### src/rtl/board_pkg.sv
// ============================================================================
// Module  : board_pkg
// Brief   : Shared board geometry, row type, player sprite and compositor states.
// Revision: 1.0 - initial release
// ============================================================================
`default_nettype none

package board_pkg;

    localparam int BOARD_W  = 9;
    localparam int BOARD_H  = 16;
    localparam int SPRITE_W = 3;
    localparam int SPRITE_H = 4;
    localparam int POS_W    = 5;

    typedef logic [BOARD_W-1:0] row_t;

    // Sprite rows listed top to bottom; index 0 lands on row BOARD_H-SPRITE_H.
    localparam logic [0:SPRITE_H-1][SPRITE_W-1:0] c_player_sprite = {
        3'b101,
        3'b010,
        3'b111,
        3'b010
    };

    typedef enum logic [1:0] {
        IDLE    = 2'd0,
        COMPOSE = 2'd1,
        PUBLISH = 2'd2
    } state_t;

endpackage

`default_nettype wire

### src/rtl/board_if.sv
// ============================================================================
// Module  : board_if
// Brief   : Request/frame bundle between game logic and the board compositor.
// Revision: 1.0 - initial release
// ============================================================================
`default_nettype none

interface board_if;
    import board_pkg::*;

    logic                             game_Over;
    logic                             update_board;
    logic [POS_W-1:0]                 player_pos;
    logic [0:BOARD_H-1][BOARD_W-1:0]  obstacle_data;
    logic [0:BOARD_H-1][BOARD_W-1:0]  board_data;
    logic                             busy;
    logic                             done;
    logic                             collide;

    modport master (
        output game_Over,
        output update_board,
        output player_pos,
        output obstacle_data,
        input  board_data,
        input  busy,
        input  done,
        input  collide
    );

    modport slave (
        input  game_Over,
        input  update_board,
        input  player_pos,
        input  obstacle_data,
        output board_data,
        output busy,
        output done,
        output collide
    );

endinterface

`default_nettype wire

### src/rtl/board_row_merge.sv
// ============================================================================
// Module  : board_row_merge
// Brief   : Combinational merge of one obstacle row with a shifted sprite row.
// Revision: 1.0 - initial release
// ============================================================================
`default_nettype none

module board_row_merge #(
    parameter int ROW_W  = 9,
    parameter int SPR_W  = 3,
    parameter int SHFT_W = 4
) (
    input  wire logic [ROW_W-1:0]  i_obs_row,
    input  wire logic [SPR_W-1:0]  i_spr_row,
    input  wire logic [SHFT_W-1:0] i_shift,
    input  wire logic              i_in_sprite,
    output logic      [ROW_W-1:0]  o_row,
    output logic                   o_hit
);

    logic [ROW_W-1:0] w_spr_shifted;

    // Widen before shifting so bits pushed past the left edge are simply lost.
    always_comb begin
        w_spr_shifted = '0;
        if (i_in_sprite) begin
            w_spr_shifted = ROW_W'(i_spr_row) << i_shift;
        end
    end

    assign o_row = i_obs_row | w_spr_shifted;
    assign o_hit = |(i_obs_row & w_spr_shifted);

endmodule

`default_nettype wire

### src/rtl/board_compositor.sv
// ============================================================================
// Module  : board_compositor
// Brief   : Composes obstacle field + player sprite one row per clock into a
//           shadow frame and publishes it atomically. Optional collision
//           reporting enabled with `define BOARD_COLLIDE_EN.
// Revision: 1.0 - initial release
// ============================================================================
`default_nettype none

module board_compositor
    import board_pkg::*;
(
    input  wire logic clk,
    input  wire logic reset,
    board_if.slave    bus
);

    localparam int ROW_W     = $clog2(BOARD_H);
    localparam int SHIFT_W   = $clog2(BOARD_W);
    localparam int SPR_IDX_W = (SPRITE_H > 1) ? $clog2(SPRITE_H) : 1;
    localparam int MAX_POS   = BOARD_W / SPRITE_W - 1;
    localparam int SPR_TOP   = BOARD_H - SPRITE_H;

    state_t                          r_state;
    state_t                          w_state_nxt;
    logic [ROW_W-1:0]                r_row;
    logic [POS_W-1:0]                r_pos;
    logic [0:BOARD_H-1][BOARD_W-1:0] r_snap;
    logic [0:BOARD_H-1][BOARD_W-1:0] r_shadow;
    logic [0:BOARD_H-1][BOARD_W-1:0] r_board;
    logic                            r_busy;
    logic                            r_done;
    logic                            r_collide;

    logic                            w_start;
    logic                            w_last_row;
    logic                            w_in_sprite;
    logic [SPR_IDX_W-1:0]            w_spr_idx;
    logic [SHIFT_W-1:0]              w_shift;
    logic [POS_W-1:0]                w_pos_clamped;
    row_t                            w_merged;
    logic                            w_hit;
    logic                            w_collide_nxt;

    assign w_start       = (r_state == IDLE) && bus.update_board && !bus.game_Over;
    assign w_last_row    = (r_row == ROW_W'(BOARD_H - 1));
    assign w_in_sprite   = (r_row >= ROW_W'(SPR_TOP));
    assign w_spr_idx     = SPR_IDX_W'(r_row - ROW_W'(SPR_TOP));
    assign w_pos_clamped = (bus.player_pos > POS_W'(MAX_POS)) ? POS_W'(MAX_POS) : bus.player_pos;
    assign w_shift       = SHIFT_W'(SPRITE_W * r_pos);

    board_row_merge #(
        .ROW_W  (BOARD_W),
        .SPR_W  (SPRITE_W),
        .SHFT_W (SHIFT_W)
    ) u_row_merge (
        .i_obs_row   (r_snap[r_row]),
        .i_spr_row   (c_player_sprite[w_spr_idx]),
        .i_shift     (w_shift),
        .i_in_sprite (w_in_sprite),
        .o_row       (w_merged),
        .o_hit       (w_hit)
    );

    always_ff @(posedge clk or negedge reset) begin
        if (!reset) begin
            r_state <= IDLE;
        end else begin
            r_state <= w_state_nxt;
        end
    end

    always_comb begin
        w_state_nxt = r_state;
        case (r_state)
            IDLE:    if (w_start)    w_state_nxt = COMPOSE;
            COMPOSE: if (w_last_row) w_state_nxt = PUBLISH;
            PUBLISH:                 w_state_nxt = IDLE;
            default:                 w_state_nxt = IDLE;
        endcase
    end

    always_ff @(posedge clk or negedge reset) begin
        if (!reset) begin
            r_row     <= '0;
            r_busy    <= 1'b0;
            r_done    <= 1'b0;
            r_collide <= 1'b0;
            r_board   <= '0;
        end else begin
            r_done <= 1'b0;
            case (r_state)
                IDLE: begin
                    if (w_start) begin
                        r_row  <= '0;
                        r_busy <= 1'b1;
                    end
                end
                COMPOSE: begin
                    r_row <= r_row + ROW_W'(1);
                end
                PUBLISH: begin
                    r_board   <= r_shadow;
                    r_collide <= w_collide_nxt;
                    r_done    <= 1'b1;
                    r_busy    <= 1'b0;
                end
                default: ;
            endcase
        end
    end

    // Snapshot and shadow frame carry no reset: they are always rewritten before use.
    always_ff @(posedge clk) begin
        if (w_start) begin
            r_snap <= bus.obstacle_data;
            r_pos  <= w_pos_clamped;
        end
        if (r_state == COMPOSE) begin
            r_shadow[r_row] <= w_merged;
        end
    end

`ifdef BOARD_COLLIDE_EN
    logic r_acc;

    always_ff @(posedge clk or negedge reset) begin
        if (!reset) begin
            r_acc <= 1'b0;
        end else if (w_start) begin
            r_acc <= 1'b0;
        end else if (r_state == COMPOSE) begin
            r_acc <= r_acc | w_hit;
        end
    end

    assign w_collide_nxt = r_acc;
`else
    logic w_unused_hit;
    assign w_unused_hit  = w_hit;
    assign w_collide_nxt = 1'b0;
`endif

    assign bus.board_data = r_board;
    assign bus.busy       = r_busy;
    assign bus.done       = r_done;
    assign bus.collide    = r_collide;

endmodule

`default_nettype wire

### src/flat_wrapper.sv
// flat-port wrapper written by rule: the top's interface ports become plain ports
module board_compositor_flat import board_pkg::*;
  (clk, reset, bus_game_Over, bus_update_board, bus_player_pos, bus_obstacle_data, bus_board_data, bus_busy, bus_done, bus_collide);
  board_if bus_i ();
  input  wire logic clk;
  input  wire logic reset;
  input wire logic [$bits(bus_i.game_Over)-1:0] bus_game_Over;
  input wire logic [$bits(bus_i.update_board)-1:0] bus_update_board;
  input wire logic [$bits(bus_i.player_pos)-1:0] bus_player_pos;
  input wire logic [$bits(bus_i.obstacle_data)-1:0] bus_obstacle_data;
  output wire logic [$bits(bus_i.board_data)-1:0] bus_board_data;
  output wire logic [$bits(bus_i.busy)-1:0] bus_busy;
  output wire logic [$bits(bus_i.done)-1:0] bus_done;
  output wire logic [$bits(bus_i.collide)-1:0] bus_collide;
  assign bus_i.game_Over = bus_game_Over;
  assign bus_i.update_board = bus_update_board;
  assign bus_i.player_pos = bus_player_pos;
  assign bus_i.obstacle_data = bus_obstacle_data;
  assign bus_board_data = bus_i.board_data;
  assign bus_busy = bus_i.busy;
  assign bus_done = bus_i.done;
  assign bus_collide = bus_i.collide;
  board_compositor u_core (.clk(clk), .reset(reset), .bus(bus_i));
endmodule
### config.mk
export PLATFORM = sky130hd
export DESIGN_NAME = board_compositor_flat
export DESIGN_NICKNAME = d
export VERILOG_FILES = /design/src/rtl/board_pkg.sv /design/src/rtl/board_if.sv /design/src/rtl/board_row_merge.sv /design/src/rtl/board_compositor.sv /design/src/flat_wrapper.sv
export SDC_FILE = /design/constraint.sdc
export NUM_CORES = 1
export LEC_CHECK = 0
export CORE_ASPECT_RATIO = 0.9
export CORE_MARGIN = 5
export CORE_UTILIZATION = 32
export CTS_BUF_LIST = sky130_fd_sc_hd__clkbuf_4 sky130_fd_sc_hd__clkbuf_8 sky130_fd_sc_hd__clkbuf_16
export DETAILED_ROUTE_END_ITERATION = 10
export PLACE_DENSITY = 0.62
export SLEW_MARGIN = 20
export SYNTH_ARGS = -nofsm -noshare
export SYNTH_HDL_FRONTEND = slang
export SYNTH_SLANG_ARGS = --single-unit
### constraint.sdc
create_clock -name clk -period 5.8 [get_ports clk]
set_input_delay 1.74 -clock clk [delete_from_list [all_inputs] [get_ports clk]]
set_output_delay 1.74 -clock clk [all_outputs]
set_load 0.1 [all_outputs]
==> results of run 1 <==
==> per-stage QoR <==
stage	setup WS (ns)	cell area, µm²	hold WS [ns]	std cells	utilization, %
floorplan	1.42	16000	0.439	775	-
global placement	1.56	19800	0.441	1730	40.2
detailed placement	1.51	19800	0.448	1730	40.2
CTS	1.89	21300	0.450	1815	43.4
global route	1.88	21300	0.467	1815	43.4
finish	1.93	21300	0.452	1815	43.4
==> cell families (layout without fill, tap and decap cells) <==
kind of cell             count (synthesis)  after routing  share of synthesized area, %
AO/OA/AOI/OAI                           37             37                          1.65
XOR/XNOR                                 2              2                         0.204
adder cells (fa/ha/maj)                  7              7                         0.595
buffers and inverters                   42            411                          1.46
flip-flops                             444            444                          78.7
multiplexers                           183            183                          15.5
other                                    1              3                        0.0235
AND/OR/NAND/NOR                         57             57                          1.90
==> flip-flops by register name (all words and copies together) (netlist names) <==
signal and count:
u_core.bus.done 1, u_core.r_state 2, u_core.bus.busy 1, u_core.r_snap 144, u_core.r_shadow 144, u_core.bus.board_data 144
u_core.r_row 4, u_core.r_pos 4
==> layer usage <==
layer	up-vias	GRT usage, %	share of wire, %
met5	-	0	0.018
met4	2	3.08	1.4
met3	43	3.57	6.9
met2	255	21.9	47
met1	4181	19.3	44
li1	3660	-	-
==> layout make-up <==
class | instances | area share, %
inverter | 8 | 0.164
tap | 671 | 3.93
timing repair buffer | 318 | 14.7
multi-input combinational | 289 | 15.0
sequential | 444 | 58.9
clock inverter | 24 | 1.15
clock buffer | 61 | 6.15
==> synthesized netlist by cell type (all sizes together), types with 6 or more instances <==
| library cell | number |
|---|---|
| dfrtp | 152 |
| a22oi | 16 |
| clkbuf | 6 |
| buf | 28 |
| edfxtp | 292 |
| mux4 | 36 |
| o211ai | 7 |
| nand2 | 7 |
| o21ai | 6 |
| nor2 | 23 |
| mux2 | 144 |
| ha | 6 |
| inv | 8 |
==> placed cells by master, fill, tap and decap left out, types with 6 or more instances in the layout <==
master           instances
mux2_1                 138
nor2_1                  22
a22oi_1                 16
edfxtp_1               292
buf_4                   19
mux2_2                   6
dfrtp_1                150
nand2_1                  7
clkbuf_4                 9
clkbuf_16               47
inv_1                    6
clkdlybuf4s50_1        297
ha_1                     6
o211ai_1                 7
clkinv_2                12
mux4_2                  34
==> final timing paths <==
check / startpoint / to / slack [ns]
min: u_core.r_shadow[90] / u_core.bus.board_data[90] / 0.45
min in group asynchronous: reset / u_core.bus.board_data[38] / 1.25
max in group asynchronous: reset / u_core.bus.board_data[16] / 3.44
max: u_core.bus.board_data[79] / bus_board_data[79] / 1.93
min reg2reg: u_core.r_shadow[90] / u_core.bus.board_data[90] / 0.45
max reg2reg: u_core.r_pos[0] / u_core.r_shadow[26] / 2.60
==> run_results.csv, run 1 <==
group,metric,value,unit
worst_setup_path,required,4.06,ns
status,outcome,"complete, no violations",
timing,finalMaxSlewViolations,0,
detailed_routing,drt_first_pass_iters,4,
synthesis,synth_seq_area_share,78.7,%
die,ios,300,
synthesis,synth_area_leaders,"edfxtp_1, dfrtp_1, mux2_1",
detailed_routing,drt_wl_total,38100,µm
worst_setup_path,cpPeakStageDelay,1.17,ns
clock_network,cts_tree,"done",
synthesis,synth_ff_type,"edfxtp_1",
clock_network,h-tree-depth,2,
detailed_routing,wire_per_inst,21.0,µm
timing,fmax,258,MHz
placement,io_buffers,298,
worst_setup_path,cp.depth,1,
job,drv_cap,0,
worst_setup_path,path_class,"reg -> out",
finish,regArea,12600,µm²
worst_setup_path,crit_chain,"clkdlybuf4s50_1",
synthesis,synth-seq-cells,444,
worst_setup_path,crit_family,"buffers and inverters",
detailed_routing,avgViaCountPerCell,4.49,
finish,nets,1268,
global_routing,track_usage,13.8,%
timing,tns,0,ns
synthesis,yosys.area.top_type,"edfxtp_1",
die,core_region_area,49200,µm²
timing,worst_pin_slew,1.07,ns
die,die-area,54500,µm²
clock_network,ctsHoldBuffers,0,
synthesis,syn_area,16000,µm²
die,die_x,246,µm
detailed_routing,vias,8141,
worst_setup_path,arrival,2.13,ns
global_routing,antenna_found_initial,2,
finish,nFillCells,4320,
synthesis,ys_types,49,
global_routing,grt_pass1_vias,8778,
synthesis,async_flop_share,34.2,%
detailed_routing,first_iter_violations,475,
finish,syn2layout_area_growth,33.6,%
finish,drive_gt1_share,13.5,%
timing,maxSlewHeadroom,28.2,%
clock_network,post_cts_resized,0,
detailed_routing,postRouteAntennaNets,0,
timing,fin_crit_sh,66.8,%
detailed_routing,drc,0,
clock_network,cts_root_buf,"clkbuf_16",
synthesis,syn_avg_cell_area,20.7,µm²
synthesis,yosysTopAreaCellShare,54.9,%
die,start_util,32.4,%
finish,multi_input_area,3190,µm²
worst_setup_path,endpoint_kind,"output pin",
synthesis,syn_inst,773,
placement,hpwlAfterDp,25600,µm
clock_network,clk_latency,0.56,ns
timing,fin_crit,3.87,ns
worst_setup_path,critPathLaunchType,"flop",
global_routing,grt_pass1_wl,56900,µm
finish,diodes,0,
clock_network,cts.sinks,444,
worst_setup_path,critical_path.n_buffers_inverters,1,
min_path,holdCritPathClass,"reg -> reg",
synthesis,synth-edff-count,292,
die,num_rows,77,
placement,place_congestion,0.756,
worst_setup_path,reg2reg_depth,6,
clock_network,clockBufferDepth,3,
timing,finalSetupViolations,0,
global_routing,overflow,0,
timing,finalHoldViolCount,0,
timing,clock_skew,0.0172,ns
timing,rsz0062_at_grt,"no",
min_path,hold_depth,1,
worst_setup_path,critical_path.slowest_cell,"clkdlybuf4s50_1",
clock_network,post-cts-setup-buffer-count,0,
worst_setup_path,path_max_fanout,2,
clock_network,numCtsBuffers,47,
synthesis,synth_warnings,0,
global_routing,grt_max_degree,131,
die,die_h,222,µm
clock_network,clkSlewWorstSetupHoldPaths,0.06,ns
Power of run 1 is not shown: default switching activity piles up to over one toggle a cycle in this logic, so the estimate is an artifact.
==> run 2: changes to the inputs <==
- clock period: 5.8 -> 3.6 ns (I/O delays scaled with it)
==> run 2 against run 1 <==
Compared with the run above: count of clock-buffer cells in the layout grew 4; non-clock buffer count is 12 higher; via count increased by 0.96%; sequential cell count unchanged; die area unchanged; critical path depth grew 5; final cell count grew 0.88%; worst setup slack lost 1.4 ns.
==> run_results.csv, run 2 (synthesis gave the netlist of run 1 again) <==
group,metric,value,unit
finish,nFillCells,4349,
placement,placed_area,19600,µm²
global_routing,grt_max_degree,89,
placement,io_buffers,298,
global_routing,grt_pass1_wl,57800,µm
worst_setup_path,path_max_fanout,16,
finish,nets,1280,
die,die-area,54500,µm²
clock_network,post_cts_resized,0,
worst_setup_path,critPathLaunchType,"flop",
global_routing,grt_pass1_vias,8926,
worst_setup_path,critPathLaunch,"u_core.r_pos[0]",
die,ios,300,
clock_network,h-tree-depth,2,
die,die_h,222,µm
global_routing,track_usage,14.0,%
clock_network,post-cts-setup-buffer-count,0,
finish,post-route-cell-area,21200,µm²
timing,worst_pin_slew,1.05,ns
timing,hold_ws,0.457,ns
detailed_routing,wire_per_inst,21.1,µm
detailed_routing,avgViaCountPerCell,4.49,
timing,finalHoldViolCount,0,
timing,tns,0,ns
worst_setup_path,path_class,"reg -> reg",
finish,mostFrequentLayoutCells,"edfxtp_1, buf_4, clkdlybuf4s50_1",
clock_network,cts_root_buf,"clkbuf_16",
timing,clock_skew,0.00848,ns
clock_network,ctsHoldBuffers,0,
worst_setup_path,critPathCapture,"u_core.r_shadow[116]",
global_routing,overflow,0,
job,drv_cap,0,
die,start_util,32.4,%
worst_setup_path,endpoint_kind,"flop",
detailed_routing,postRouteAntennaNets,0,
timing,fin_crit_sh,86.7,%
clock_network,cts_tree,"done",
worst_setup_path,reg2reg_depth,6,
timing,maxSlewHeadroom,29.9,%
global_routing,met1_usage,19.4,%
placement,place_congestion,0.763,
finish,syn2layout_area_growth,32.8,%
detailed_routing,drc,0,
worst_setup_path,worstReg2RegEnd,"u_core.r_shadow[116]",
die,num_rows,77,
clock_network,numCtsBuffers,47,
detailed_routing,vias,8219,
clock_network,cts.sinks,444,
timing,fin_crit,3.12,ns
clock_network,clk_latency,0.57,ns
timing,rsz0062_at_grt,"no",
worst_setup_path,r2r-start,"u_core.r_pos[0]",
clock_network,clkSlewWorstSetupHoldPaths,0.06,ns
finish,drive_gt1_share,26.9,%
clock_network,clockBufferDepth,3,
global_routing,met2_usage,21.7,%
timing,finalSetupViolations,0,
worst_setup_path,required,3.85,ns
timing,finalMaxSlewViolations,0,
min_path,holdCritPathClass,"reg -> reg",
detailed_routing,first_iter_violations,432,
worst_setup_path,arrival,3.37,ns
detailed_routing,drt_wl_total,38700,µm
finish,final_common_cell,"edfxtp_1",
global_routing,met3_usage,3.83,%
timing,fmax,321,MHz
global_routing,antenna_found_initial,1,
global_routing,grt_busiest_layer,"met2",
die,die_x,246,µm
status,outcome,"complete, no violations",
placement,hpwlAfterDp,26900,µm
worst_setup_path,r2r_slack,0.48,ns
die,core_region_area,49200,µm²
detailed_routing,drt_first_pass_iters,4,
## run 2: cell types whose count changed in the layout (fill, tap and decap cells not counted), sizes merged, moves of 2 or more
cell,previous run,this run
clkbuf,61,65
clkinv,13,9
bufinv,4,6
diode,0,2
clkdlybuf4s50,297,151
buf,21,179
## run 2: routing by layer
metal,wire length (µm),share of wire [%]
met1,17000,44
met2,18000,47
met3,2850,7.4
met4,799,2.1
met5,0,0
## run 2: worst max-delay path, cell delays in order (launching register included)
cell and delay, ns:
edfxtp_1 0.56, ha_1 0.21, inv_1 0.05, fa_1 0.72
nor4b_2 0.33, mux2i_1 0.17, a211oi_4 0.75
## run 2: worst min-delay path by stage
stage | start | cells after the start | slack [ns] | endpoint
global placement | u_core.r_shadow[86] | 1 | 0.44 | u_core.bus.board_data[86]
global route | u_core.r_shadow[56] | 1 | 0.47 | u_core.bus.board_data[56]
floorplan | u_core.r_shadow[0] | 1 | 0.44 | u_core.bus.board_data[0]
finish | u_core.r_shadow[50] | 1 | 0.46 | u_core.bus.board_data[50]
detailed placement | u_core.r_shadow[86] | 1 | 0.45 | u_core.bus.board_data[86]
CTS | reset | 1 | 0.45 | u_core.bus.board_data[68]
## run 2: through the flow
| stage | setup WS [ns] | instances | util (%) |
|---|---|---|---|
| final | 0.480 | 1831 | 43.1 |
| after global routing | 0.264 | 1829 | 43.1 |
| after CTS | 0.451 | 1829 | 43.1 |
| after detailed placement | 0.413 | 1742 | 39.7 |
| after global placement | 0.418 | 1742 | 39.7 |
| after floorplan | 0.515 | 775 | - |
## run 2: final cells by class
cell class                      count  area [µm²]  share of cell area (%)
Antenna cell                        2        5.00                  0.0236
Clock buffer                       65        1340                    6.33
Clock inverter                     22         300                    1.42
Inverter                            8        35.0                   0.165
Multi-Input combinational cell    289        3190                    15.0
Sequential cell                   444       12600                    59.3
Tap cell                          671         840                    3.96
Timing Repair Buffer              330        2920                    13.8
Power of run 2 is left out for the same reason.
==> run 3: changes to the inputs <==
- CORE_UTILIZATION: 32 -> 30
- CTS_CLUSTER_SIZE: not set -> 12
- PLACE_DENSITY: 0.62 -> 0.6
==> run 3 against run 2 <==
Compared with the run above: global-route usage decreased by 0.48 points; final cell count increased by 1.9%; worst hold slack got worse by 0.012 ns; maximum frequency increased by 2.9%; via count increased by 0.32%; utilization decreased by 2.9 points; die area increased by 6.4%; count of clock-buffer cells in the layout increased by 9.
==> run_results.csv, run 3 (synthesis gave the netlist of run 1 again) <==
group,metric,value,unit
status,outcome,"complete, no violations",
timing,tns,0,ns
timing,fmax,330,MHz
finish,final_common_cell,"edfxtp_1",
die,ios,300,
die,num_rows,80,
placement,hpwlAfterDp,27900,µm
job,drv_cap,0,
global_routing,track_usage,13.5,%
worst_setup_path,crit_chain,"ha_1 -> inv_1 -> fa_1 -> nor4b_2 -> mux2i_1 -> a211oi_4",
timing,worst_pin_slew,0.964,ns
clock_network,numCtsBuffers,47,
die,die-area,58000,µm²
detailed_routing,vias,8245,
global_routing,antenna_found_initial,1,
clock_network,ctsHoldBuffers,0,
timing,finalMaxSlewViolations,0,
detailed_routing,drc,0,
finish,layout.cells.non_filler,1866,
clock_network,cts_root_buf,"clkbuf_16",
worst_setup_path,endpoint_kind,"flop",
worst_setup_path,critPathLaunchType,"flop",
clock_network,clkSlewWorstSetupHoldPaths,0.06,ns
detailed_routing,first_iter_violations,521,
clock_network,clk_latency,0.57,ns
clock_network,h-tree-depth,2,
die,die_x,253,µm
finish,drive_gt1_share,27.5,%
timing,maxSlewHeadroom,35.7,%
detailed_routing,avgViaCountPerCell,4.42,
die,die_h,229,µm
timing,fin_crit,3.03,ns
worst_setup_path,path_class,"reg -> reg",
min_path,hold_depth,1,
placement,post-place-cells,1778,
timing,fin_crit_sh,84.2,%
timing,clock_skew,0.0216,ns
finish,syn2layout_area_growth,33.0,%
worst_setup_path,required,3.85,ns
timing,rsz0062_at_grt,"no",
finish,mostFrequentLayoutCells,"edfxtp_1, buf_4, clkdlybuf4s50_1",
worst_setup_path,path_max_fanout,16,
worst_setup_path,arrival,3.29,ns
detailed_routing,wire_per_inst,21.2,µm
worst_setup_path,critical_path.slowest_cell,"fa_1",
placement,io_buffers,298,
clock_network,post_cts_resized,0,
clock_network,cts_tree,"done",
global_routing,overflow,0,
global_routing,grt_pass1_wl,59000,µm
worst_setup_path,cpPeakStageDelay,0.71,ns
clock_network,clockBufferDepth,3,
detailed_routing,drt_first_pass_iters,5,
die,start_util,30.2,%
min_path,holdCritPathClass,"reg -> reg",
placement,place_congestion,0.771,
detailed_routing,postRouteAntennaNets,0,
global_routing,grt_pass1_vias,8953,
clock_network,post-cts-setup-buffer-count,0,
clock_network,cts.sinks,444,
die,core_region_area,52900,µm²
global_routing,grt_max_degree,146,
finish,nets,1290,
timing,finalSetupViolations,0,
timing,finalHoldViolCount,0,
detailed_routing,drt_wl_total,39500,µm
worst_setup_path,reg2reg_depth,6,
## run 3: metal layers
layer / part of all wire [%] / GRT usage, %
met4: 1.8 / 3.31
met1: 44 / 18.6
met5: 0 / 0
met2: 47 / 21.5
met3: 6.7 / 3.70
## run 3: path summary, 6_finish.rpt
check                           slack (ns)            startpoint                    endpoint
worst max-delay path                  0.57       u_core.r_pos[0]        u_core.r_shadow[107]
worst min-delay path                  0.44  u_core.r_shadow[128]  u_core.bus.board_data[128]
worst max register to register        0.57       u_core.r_pos[0]        u_core.r_shadow[107]
worst min register to register        0.44  u_core.r_shadow[128]  u_core.bus.board_data[128]
max in group asynchronous             2.23                 reset  u_core.bus.board_data[124]
min in group asynchronous             0.57                 reset   u_core.bus.board_data[58]
## run 3: cell type report
type / count / area [µm²]
fillers: 4820 / 31600
flip-flops and latches: 444 / 12600
multi-input cells: 289 / 3190
repair buffers: 340 / 3000
clock buffers: 74 / 1440
well taps: 697 / 872
clock inverters: 12 / 138
inverters: 8 / 35.0
diodes: 2 / 5.00
## run 3: worst max-delay path: cells and delay by family (launching register included)
| kind | cells | cell delay (ns) |
|---|---|---|
| flip-flops | 1 | 0.58 |
| buffers and inverters | 1 | 0.05 |
| AO/OA/AOI/OAI | 1 | 0.66 |
| AND/OR/NAND/NOR | 1 | 0.32 |
| adder cells (fa/ha/maj) | 2 | 0.92 |
| multiplexers | 1 | 0.17 |
## run 3: per-stage QoR
step / hold WS [ns] / cell area, µm² / worst slack, ns / utilization [%]
2_1_floorplan: 0.439 / 16000 / 0.515 / -
3_3_place_gp: 0.440 / 19700 / 0.488 / 37.2
3_5_place_dp: 0.448 / 19700 / 0.468 / 37.2
4_1_cts: 0.456 / 21200 / 0.473 / 40.2
5_1_grt: 0.471 / 21200 / 0.251 / 40.2
6_report: 0.444 / 21300 / 0.568 / 40.2
Power of run 3 is left out for the same reason.
